### config.mk
export PLATFORM = sky130hd
export DESIGN_NAME = loop_nest_ctrl
export DESIGN_NICKNAME = d
export VERILOG_FILES = /design/src/rtl/loop_nest_ctrl_pkg.sv /design/src/rtl/loop_nest_ctrl_level_cnt.sv /design/src/rtl/loop_nest_ctrl.sv
export SDC_FILE = /design/constraint.sdc
export NUM_CORES = 1
export LEC_CHECK = 0
export CORE_AREA = 2 2 103 105
export CTS_CLUSTER_DIAMETER = 50
export DETAILED_ROUTE_END_ITERATION = 8
export DIE_AREA = 0 0 105 107
export HOLD_SLACK_MARGIN = 0.05
export PLACE_DENSITY = 0.81
export SLEW_MARGIN = 5
export SYNTH_ARGS = -nofsm -noshare
export SYNTH_HDL_FRONTEND = slang
export SYNTH_HIERARCHICAL = 1
export SYNTH_SLANG_ARGS = --single-unit
### constraint.sdc
create_clock -name clk -period 4.6 [get_ports clk]
set_clock_uncertainty 0.2 [all_clocks]
set_input_delay 0.92 -clock clk [delete_from_list [all_inputs] [get_ports clk]]
set_output_delay 0.92 -clock clk [all_outputs]
set_load 0.005 [all_outputs]
### src/rtl/loop_nest_ctrl_pkg.sv
// loop_nest_ctrl_pkg: shared defaults and FSM state encoding for the loop-nest sequencer
package loop_nest_ctrl_pkg;
  localparam int LOOP_LEVELS_DEF = 3;
  localparam int LOOP_CNT_W = 12;
  typedef enum logic [1:0] {IDLE = 2'd0, RUN = 2'd1, DONE = 2'd2} state_e;
endpackage

### src/rtl/loop_nest_ctrl_level_cnt.sv
// loop_nest_ctrl_level_cnt: one loop level; counts 0..bound-1 and wraps to 0 on increment at last
module loop_nest_ctrl_level_cnt #(
  parameter int CNT_W = 12
) (
  input  logic             clk,
  input  logic             rst_n,
  input  logic             en_i,
  input  logic             clr_i,
  input  logic [CNT_W-1:0] bound_i,
  output logic [CNT_W-1:0] cnt_o,
  output logic             first_o,
  output logic             last_o
);
  logic [CNT_W-1:0] cnt_q, cnt_d;
  assign cnt_o   = cnt_q;
  assign first_o = cnt_q == '0;
  assign last_o  = cnt_q == bound_i - CNT_W'(1);
  // clear wins over increment; an incrementing level at last wraps to 0
  always_comb cnt_d = clr_i ? '0 : (en_i ? (last_o ? '0 : cnt_q + CNT_W'(1)) : cnt_q);
  // counter register
  always_ff @(posedge clk or negedge rst_n)
    if (!rst_n) cnt_q <= '0;
    else cnt_q <= cnt_d;
endmodule

### src/rtl/loop_nest_ctrl.sv
// loop_nest_ctrl: nested-loop sequencer with latched per-layer bounds and a valid/ready step handshake
module loop_nest_ctrl
  import loop_nest_ctrl_pkg::*;
#(
  parameter int LEVELS = LOOP_LEVELS_DEF,
  parameter int CNT_W  = LOOP_CNT_W
) (
  input  logic                    clk,
  input  logic                    rst_n,
  input  logic                    cfg_start,
  input  logic [LEVELS*CNT_W-1:0] cfg_bound,
  input  logic                    abort,
  input  logic                    step_vld,
  output logic                    step_rdy,
  output logic [LEVELS*CNT_W-1:0] cnt_o,
  output logic [LEVELS-1:0]       first_o,
  output logic [LEVELS-1:0]       last_o,
  output logic [LEVELS-1:0]       wrap_o,
  output logic                    busy,
  output logic                    done
);
  state_e                  state_q;
  logic [LEVELS*CNT_W-1:0] bound_q;
  logic                    rdy_q, busy_q, done_q;
  logic [LEVELS-1:0]       en, last;
  logic                    step, start, clr, final_beat;
  assign step_rdy   = rdy_q;
  assign busy       = busy_q;
  assign done       = done_q;
  assign step       = step_vld & rdy_q & ~abort;
  assign start      = cfg_start & (state_q == IDLE) & ~abort;
  assign clr        = abort | start;
  assign final_beat = en[LEVELS-1] & last[LEVELS-1];
  assign last_o     = last;
  assign wrap_o     = en & last;
  for (genvar k = 0; k < LEVELS; k++) begin : g_lvl
    logic [CNT_W-1:0] raw, eff;
    assign raw = bound_q[k*CNT_W +: CNT_W];
    assign eff = raw == '0 ? CNT_W'(1) : raw;
    if (k == 0) begin : g_en0
      assign en[k] = step;
    end else begin : g_enk
      assign en[k] = step & (&last[k-1:0]);
    end
    loop_nest_ctrl_level_cnt #(.CNT_W(CNT_W)) u_cnt (
      .clk     (clk),
      .rst_n   (rst_n),
      .en_i    (en[k]),
      .clr_i   (clr),
      .bound_i (eff),
      .cnt_o   (cnt_o[k*CNT_W +: CNT_W]),
      .first_o (first_o[k]),
      .last_o  (last[k])
    );
  end
  // sequencer FSM: abort beats everything, bounds latched only on an accepted start
  always_ff @(posedge clk or negedge rst_n)
    if (!rst_n) begin
      state_q <= IDLE;
      bound_q <= '0;
      rdy_q   <= 1'b0;
      busy_q  <= 1'b0;
      done_q  <= 1'b0;
    end else if (abort) begin
      state_q <= IDLE;
      rdy_q   <= 1'b0;
      busy_q  <= 1'b0;
      done_q  <= 1'b0;
    end else begin
      done_q <= 1'b0;
      case (state_q)
        IDLE: if (cfg_start) begin
          state_q <= RUN;
          bound_q <= cfg_bound;
          rdy_q   <= 1'b1;
          busy_q  <= 1'b1;
        end
        RUN: if (final_beat) begin
          state_q <= DONE;
          rdy_q   <= 1'b0;
          done_q  <= 1'b1;
        end
        default: begin
          state_q <= IDLE;
          busy_q  <= 1'b0;
        end
      endcase
    end
endmodule

Word level (Yosys, flattened, before mapping)
Cells that the tools add are included.
{ "op_classes": {"reduce_logical": 16, "bitwise": 10, "muxes": 25, "n_addsub": 6, "n_eq_ne": 7} }
{ "ops": {"columns": ["operator", "count"], "rows": [
  ["$mux W12", 12],
  ["$logic_not A12 Y1", 6],
  ["$add A12 B1 Y12 const B", 3],
  ["$eq A12 B12 Y1", 3],
  ["$sub A12 B1 Y12 const B", 3],
  ["$and A1 B1 Y1", 7],
  ["$mux W1", 7],
  ["$mux W2", 3],
  ["$ne A3 B3 Y1 const B", 2],
  ["$reduce_and A2 Y1", 3],
  ["$reduce_and A3 Y1", 2],
  ["$reduce_bool A2 Y1", 3],
  ["$pmux W1 S2", 2],
  ["$pmux W2 S2", 1],
  ["$and A3 B3 Y3", 1],
  ["$reduce_bool A3 Y1", 1],
  ["$eq A2 B1 Y1 const B", 1],
  ["$logic_not A2 Y1", 1],
  ["$ne A2 B2 Y1 const B", 1],
  ["$not A1 Y1", 1],
  ["$or A1 B1 Y1", 1]
]} }
{ "totals": {"elab_cells": 72, "out_inout_bits": 48, "in_bits": 41, "ff_bits": 77} }

Longest topological paths before layout
{ "depth": {"depth_word": 10, "depth_mapped": 18, "ltp_nobuf": 18} }

Hierarchy
Netlist, hierarchy kept.
{ "by_module_without_submodules": {"columns": ["mod", "seq_area_each_um2", "area_each_um2", "n_inst", "cells_per_inst"], "rows": [
  ["loop_nest_ctrl_level_cnt at g_lvl[0].u_cnt ...", 300.3, 1181.1, 2, 147],
  ["loop_nest_ctrl", 1026.0, 1825.5, 1, 149],
  ["loop_nest_ctrl_level_cnt at g_lvl[2].u_cnt", 300.3, 1138.6, 1, 134]
]} }

Least setup slack after synthesis
No wires, ideal clock.
{ "synth_path": {"path_type": "reg2reg", "startpoint": "register bound_q[8]", "endpoint": "register g_lvl[2].u_cnt.cnt_q[9]", "path_buffers": 0, "required_time_ps": 4262, "t_arrival_ps": 3836, "setup_time_ps": 138, "synth_period_minus_slack_ps": 4173, "path_stages_with_launch": 19, "slack_ps": 427, "path_cell_list": "dfrtp_1 nor3_1 a31o_2 inv_1 ha_1 or4b_4 or4_1 o211ai_1 nor2_1 nor4_1 nand4b_1 inv_1 and2_1 and4_1 nand2_1 nor3_1 nand4_1 xor2_1 nor2_1"} }
{ "synth_between": {"elab_chain_len": 7} }
{ "synth_rtl": {"columns": ["element", "line", "source"], "rows": [
  ["start: declaration", "loop_nest_ctrl.sv:23", "logic [LEVELS*CNT_W-1:0] bound_q;"],
  ["start signal: assignment", "loop_nest_ctrl.sv:74", "bound_q <= cfg_bound;"],
  ["$logic_not A12 Y1", "loop_nest_ctrl.sv:39", "assign eff = raw == '0 ? CNT_W'(1) : raw;"],
  ["$mux W12", "loop_nest_ctrl.sv:39", null],
  ["named net g_lvl[0].eff[0]", "loop_nest_ctrl.sv:37", "logic [CNT_W-1:0] raw, eff;"],
  ["$sub A12 B1 Y12", "loop_nest_ctrl_level_cnt.sv:17", "assign last_o = cnt_q == bound_i - CNT_W'(1);"],
  ["$eq A12 B12 Y1", "loop_nest_ctrl_level_cnt.sv:17", null],
  ["named net last_o[0]", "loop_nest_ctrl.sv:17", "output logic [LEVELS-1:0] last_o,"],
  ["$reduce_and A2 Y1", "loop_nest_ctrl.sv:43", "assign en[k] = step & (&last[k-1:0]);"],
  ["$and A1 B1 Y1", "loop_nest_ctrl.sv:43", null],
  ["named net en[2]", "loop_nest_ctrl.sv:25", "logic [LEVELS-1:0] en, last;"],
  ["$reduce_bool A2 Y1 (no source line)", null, null],
  ["end signal: assignment", "loop_nest_ctrl_level_cnt.sv:23", "else cnt_q <= cnt_d;"],
  ["end: declaration", "loop_nest_ctrl_level_cnt.sv:14", "logic [CNT_W-1:0] cnt_q, cnt_d;"]
]} }
The timed path passes the listed nets, and every way through them passes these cells.
A chain may end at the register's enable or synchronous reset.

Final worst setup path
{ "layout_path": {"startpoint": "register bound_q[10]", "endpoint": "output wrap_o[0]"} }
{ "layout_between": {"elab_chain_len": 5} }
{ "layout_rtl": {"columns": ["element", "line", "source"], "rows": [
  ["$logic_not A12 Y1", "loop_nest_ctrl.sv:39", null],
  ["$mux W12", "loop_nest_ctrl.sv:39", null],
  ["named net g_lvl[0].eff[0]", "loop_nest_ctrl.sv:37", null],
  ["$sub A12 B1 Y12", "loop_nest_ctrl_level_cnt.sv:17", null],
  ["$eq A12 B12 Y1", "loop_nest_ctrl_level_cnt.sv:17", null],
  ["$and A3 B3 Y3", "loop_nest_ctrl.sv:35", "assign wrap_o = en & last;"],
  ["end: declaration", "loop_nest_ctrl.sv:18", "output logic [LEVELS-1:0] wrap_o,"]
]} }
The timed path passes the listed nets, and every way through them passes these cells.

==> impl_metrics.tcl <==
set metrics [dict create \
    fin_crit_sh_pct 98.0 \
    vdd_drop_max_mv 0.172 \
    synth.avg_cell_area_um2 9.23 \
    drc 0 \
    htreeDepth 3 \
    path_delay_family "simple AND/OR/NAND/NOR gates" \
    yosysUniqueCellTypes 69 \
    grt.overflow.total 0 \
    worstSetupPathType "reg2out" \
    root_buffer "clkbuf_8" \
    grt_start_max_net_pins 78 \
    synth_compound_area_share_pct 8.64 \
    pwr_density_cell_nw_per_um2 304 \
    drtIter0Drc 261 \
    leakagePower_uw 0.00278 \
    synth_fa_ha_area_share_pct 2.11 \
    stdcell_count 817 \
    yosysTopAreaCell "dfrtp_1" \
    grt_use_total_pct 25.7 \
    cp_common_cell "inv_2" \
    fmax_mhz 222 \
    timing_worst_slew_pin_value_ns 1.01 \
    tns_ns 0 \
    hold_viol_final 0 \
    cts_num_sinks 77 \
    seqCellArea_um2 1930 \
    r2r_slack_ns 0.19 \
    slew_violations 0 \
    synthSimpleGateAreaFrac_pct 26.8 \
    crit_required_ns 3.48 \
    drtPass1Iterations 5 \
    crit_path_start_kind "flop" \
    die_h_um 107 \
    fp.coreArea_um2 10100 \
    total_power_uw 2120 \
    grt_pass1_wl_um 23300 \
    slowest_delay_ns 0.48 \
    crit_buf_inv 4 \
    setup_viol 0 \
    rr_worst_depth 20 \
    synthCells 577 \
    antenna_cells 0 \
    netlist.area_leader.share_pct 36.2 \
    post-dp-hpwl_um 9890 \
    layout_common_cells "clkdlybuf4s50_1, dfrtp_1, buf_4, nor2_1, mux2_2" \
    nFillCells 792 \
    synth_edf_count 0 \
    yosys_warnings 6 \
    syn_nets 627 \
    dpl.cell_count 775 \
    min_from "bound_q[0]$_DFFE_PN0P_" \
    hp-class "reg2reg" \
    ys.flop_type "dfrtp_1" \
    post_drt_wl_per_cell_um 18.0 \
    synth_xor_xnor_area_share_pct 9.82 \
    run_status "finished clean" \
    endpoint_kind "output pin" \
    ctsHoldBuffers 0 \
    vias 4854 \
    worstPathArrival_ns 3.39 \
    final.min_clock_period_ns 4.51 \
    synth_top_family_by_area "simple AND/OR/NAND/NOR gates" \
    critPathSlowestCell "or4b_4" \
    portBuffers 88 \
    fin_nets 726 \
    min_to "bound_q[0]$_DFFE_PN0P_" \
    dieArea_um2 11200 \
    cts_made_buffers 9 \
    relSlewSlack_pct 32.8 \
    pin_count 89 \
    place_area_um2 6400 \
    rr_startpoint "bound_q[10]$_DFFE_PN0P_" \
    cts_buffer_depth 2 \
    viasPerCell 5.94 \
    gp_congestion 0.887 \
    path_cells "nor4_2 -> a31o_2 -> inv_2 -> ha_4 -> or4b_4 -> or2_4 -> nor4b_4 -> nor2_2 -> nor4_4 -> nand4b_1 -> buf_4 -> inv_2 -> dlygate4sd2_1" \
    drt_wl_total_um 14700 \
    multi_input_area_um2 3180 \
    antenna_found_initial 0 \
    max_cap_violations 0 \
    fin_area_um2 6990 \
    synthMuxAreaShare_pct 9.11 \
    start_util_pct 52.8 \
    drive_gt1_share_pct 24.7 \
    chipWidth_um 105 \
    grt_pass1_vias 4842 \
    whs_path_depth 1 \
    antenna_left 0 \
    syn2layout_area_growth_pct 31.1 \
    synth_area_leaders "dfrtp_1, mux2_2, xnor2_1, xor2_1, clkbuf_1" \
    mostFrequentLayoutCell "clkdlybuf4s50_1" \
    clkLatencyLatePin_ns 0.36 \
    ys_seq_area_share_pct 36.2 \
    synth-async-reset-ratio_pct 100 \
    worstReg2RegEnd "g_lvl[2].u_cnt/cnt_o[9]$_DFFE_PN0P_" \
    tritoncts "built" \
    synth_area_um2 5330 \
    path_clk_slew_ns 0.09 \
    synth_seq_cells 77 \
    core.rowCount 37 \
    cp_max_fo 4 \
]
-- state kept, by name (all words and copies together), names as in the netlist --
name / flops
step_rdy: 1
done: 1
busy: 1
bound_q: 36
g_lvl.u_cnt/cnt_o: 36
state_q: 2
-- cells in the mapped netlist (3+ instances only) --
master and instances:
nand2_1 33, a31o_2 3, nand3b_1 10, nand2b_1 10, a21oi_1 11, o41ai_1 3
nor4_2 3, nor2b_1 5, or4_1 5, and2_1 4, a211oi_1 4, a21boi_0 3
buf_6 5, mux2_2 34, inv_1 25, dfrtp_1 77, xnor2_1 32, nor4_1 31
a31oi_1 3, clkbuf_1 55, o32ai_1 3, nor4b_1 9, nand4_1 11, nor3_1 28
nor2_1 38, or3_1 3, nand3_1 20, ha_1 9, o311ai_1 3, xor2_1 25
mux2i_1 8, o31ai_1 3, and3_1 8
-- kinds of logic after synthesis --
| group | count (synthesis) |
|---|---|
| adders and majority gates | 9 |
| muxes | 44 |
| DFF | 77 |
| buffers and inverters | 91 |
| and+or+nand+nor | 240 |
| AOI/OAI and AO/OA | 58 |
| xor gates and xnor gates | 58 |
-- layout make-up --
class                           count  area share [%]
Clock inverter                      5            1.20
Clock buffer                       11            2.02
Tap cell                          136            2.44
Inverter                           25            1.34
Multi-Input combinational cell    409            45.5
Sequential cell                    77            27.6
Timing Repair Buffer              154            19.9
-- where the power goes --
part | total (uW) | leakage [uW] | switching [uW] | internal, uW
sequential | 815 | 0.000992 | 66.3 | 749
combinational | 713 | 0.00168 | 361 | 352
clock | 593 | 0.000106 | 271 | 322
total | 2120 | 0.00278 | 698 | 1420
-- stage by stage --
stage,setup slack [ns],util [%],hold WS (ns)
final,0.0905,69.2,0.326
after global routing,-0.0654,69.2,0.359
after CTS,-0.138,67.3,0.326
after detailed placement,-0.0462,63.4,0.306
after global placement,0.0832,63.4,0.281
after floorplan,0.427,-,0.259
-- worst max path at each step --
stage                       startpoint                                  end  slack, ns  depth (start not counted)
2_1_floorplan   bound_q[8]$_DFFE_PN0P_  g_lvl[2].u_cnt/cnt_o[9]$_DFFE_PN0P_       0.43                         18
3_3_place_gp   bound_q[20]$_DFFE_PN0P_                            wrap_o[2]       0.08                         13
3_5_place_dp    bound_q[9]$_DFFE_PN0P_                            wrap_o[1]      -0.05                         13
4_1_cts         bound_q[9]$_DFFE_PN0P_                            wrap_o[1]      -0.14                         13
5_1_grt        bound_q[10]$_DFFE_PN0P_                            wrap_o[1]      -0.07                         14
6_report       bound_q[10]$_DFFE_PN0P_                            wrap_o[0]       0.09                         13
-- metal layers --
metal  vias up  track usage, %  share of wire (%)  routed length (um)
met1      2384            32.2                 40                5910
li1       2245               -                  -                   -
met5         -               0                  0                   0
met3        37            3.83                6.2                 915
met4         0            10.3                2.4                 350
met2       188            44.7                 51                7540
-- repair_timing --
action                     CTS  global route
pin swaps                    7            19
buffers inserted            15            12
setup endpoints to repair   13            14
resized for setup           14            27
hold endpoints to repair     0             0
Note: power is estimated with default switching activity, not from simulation.
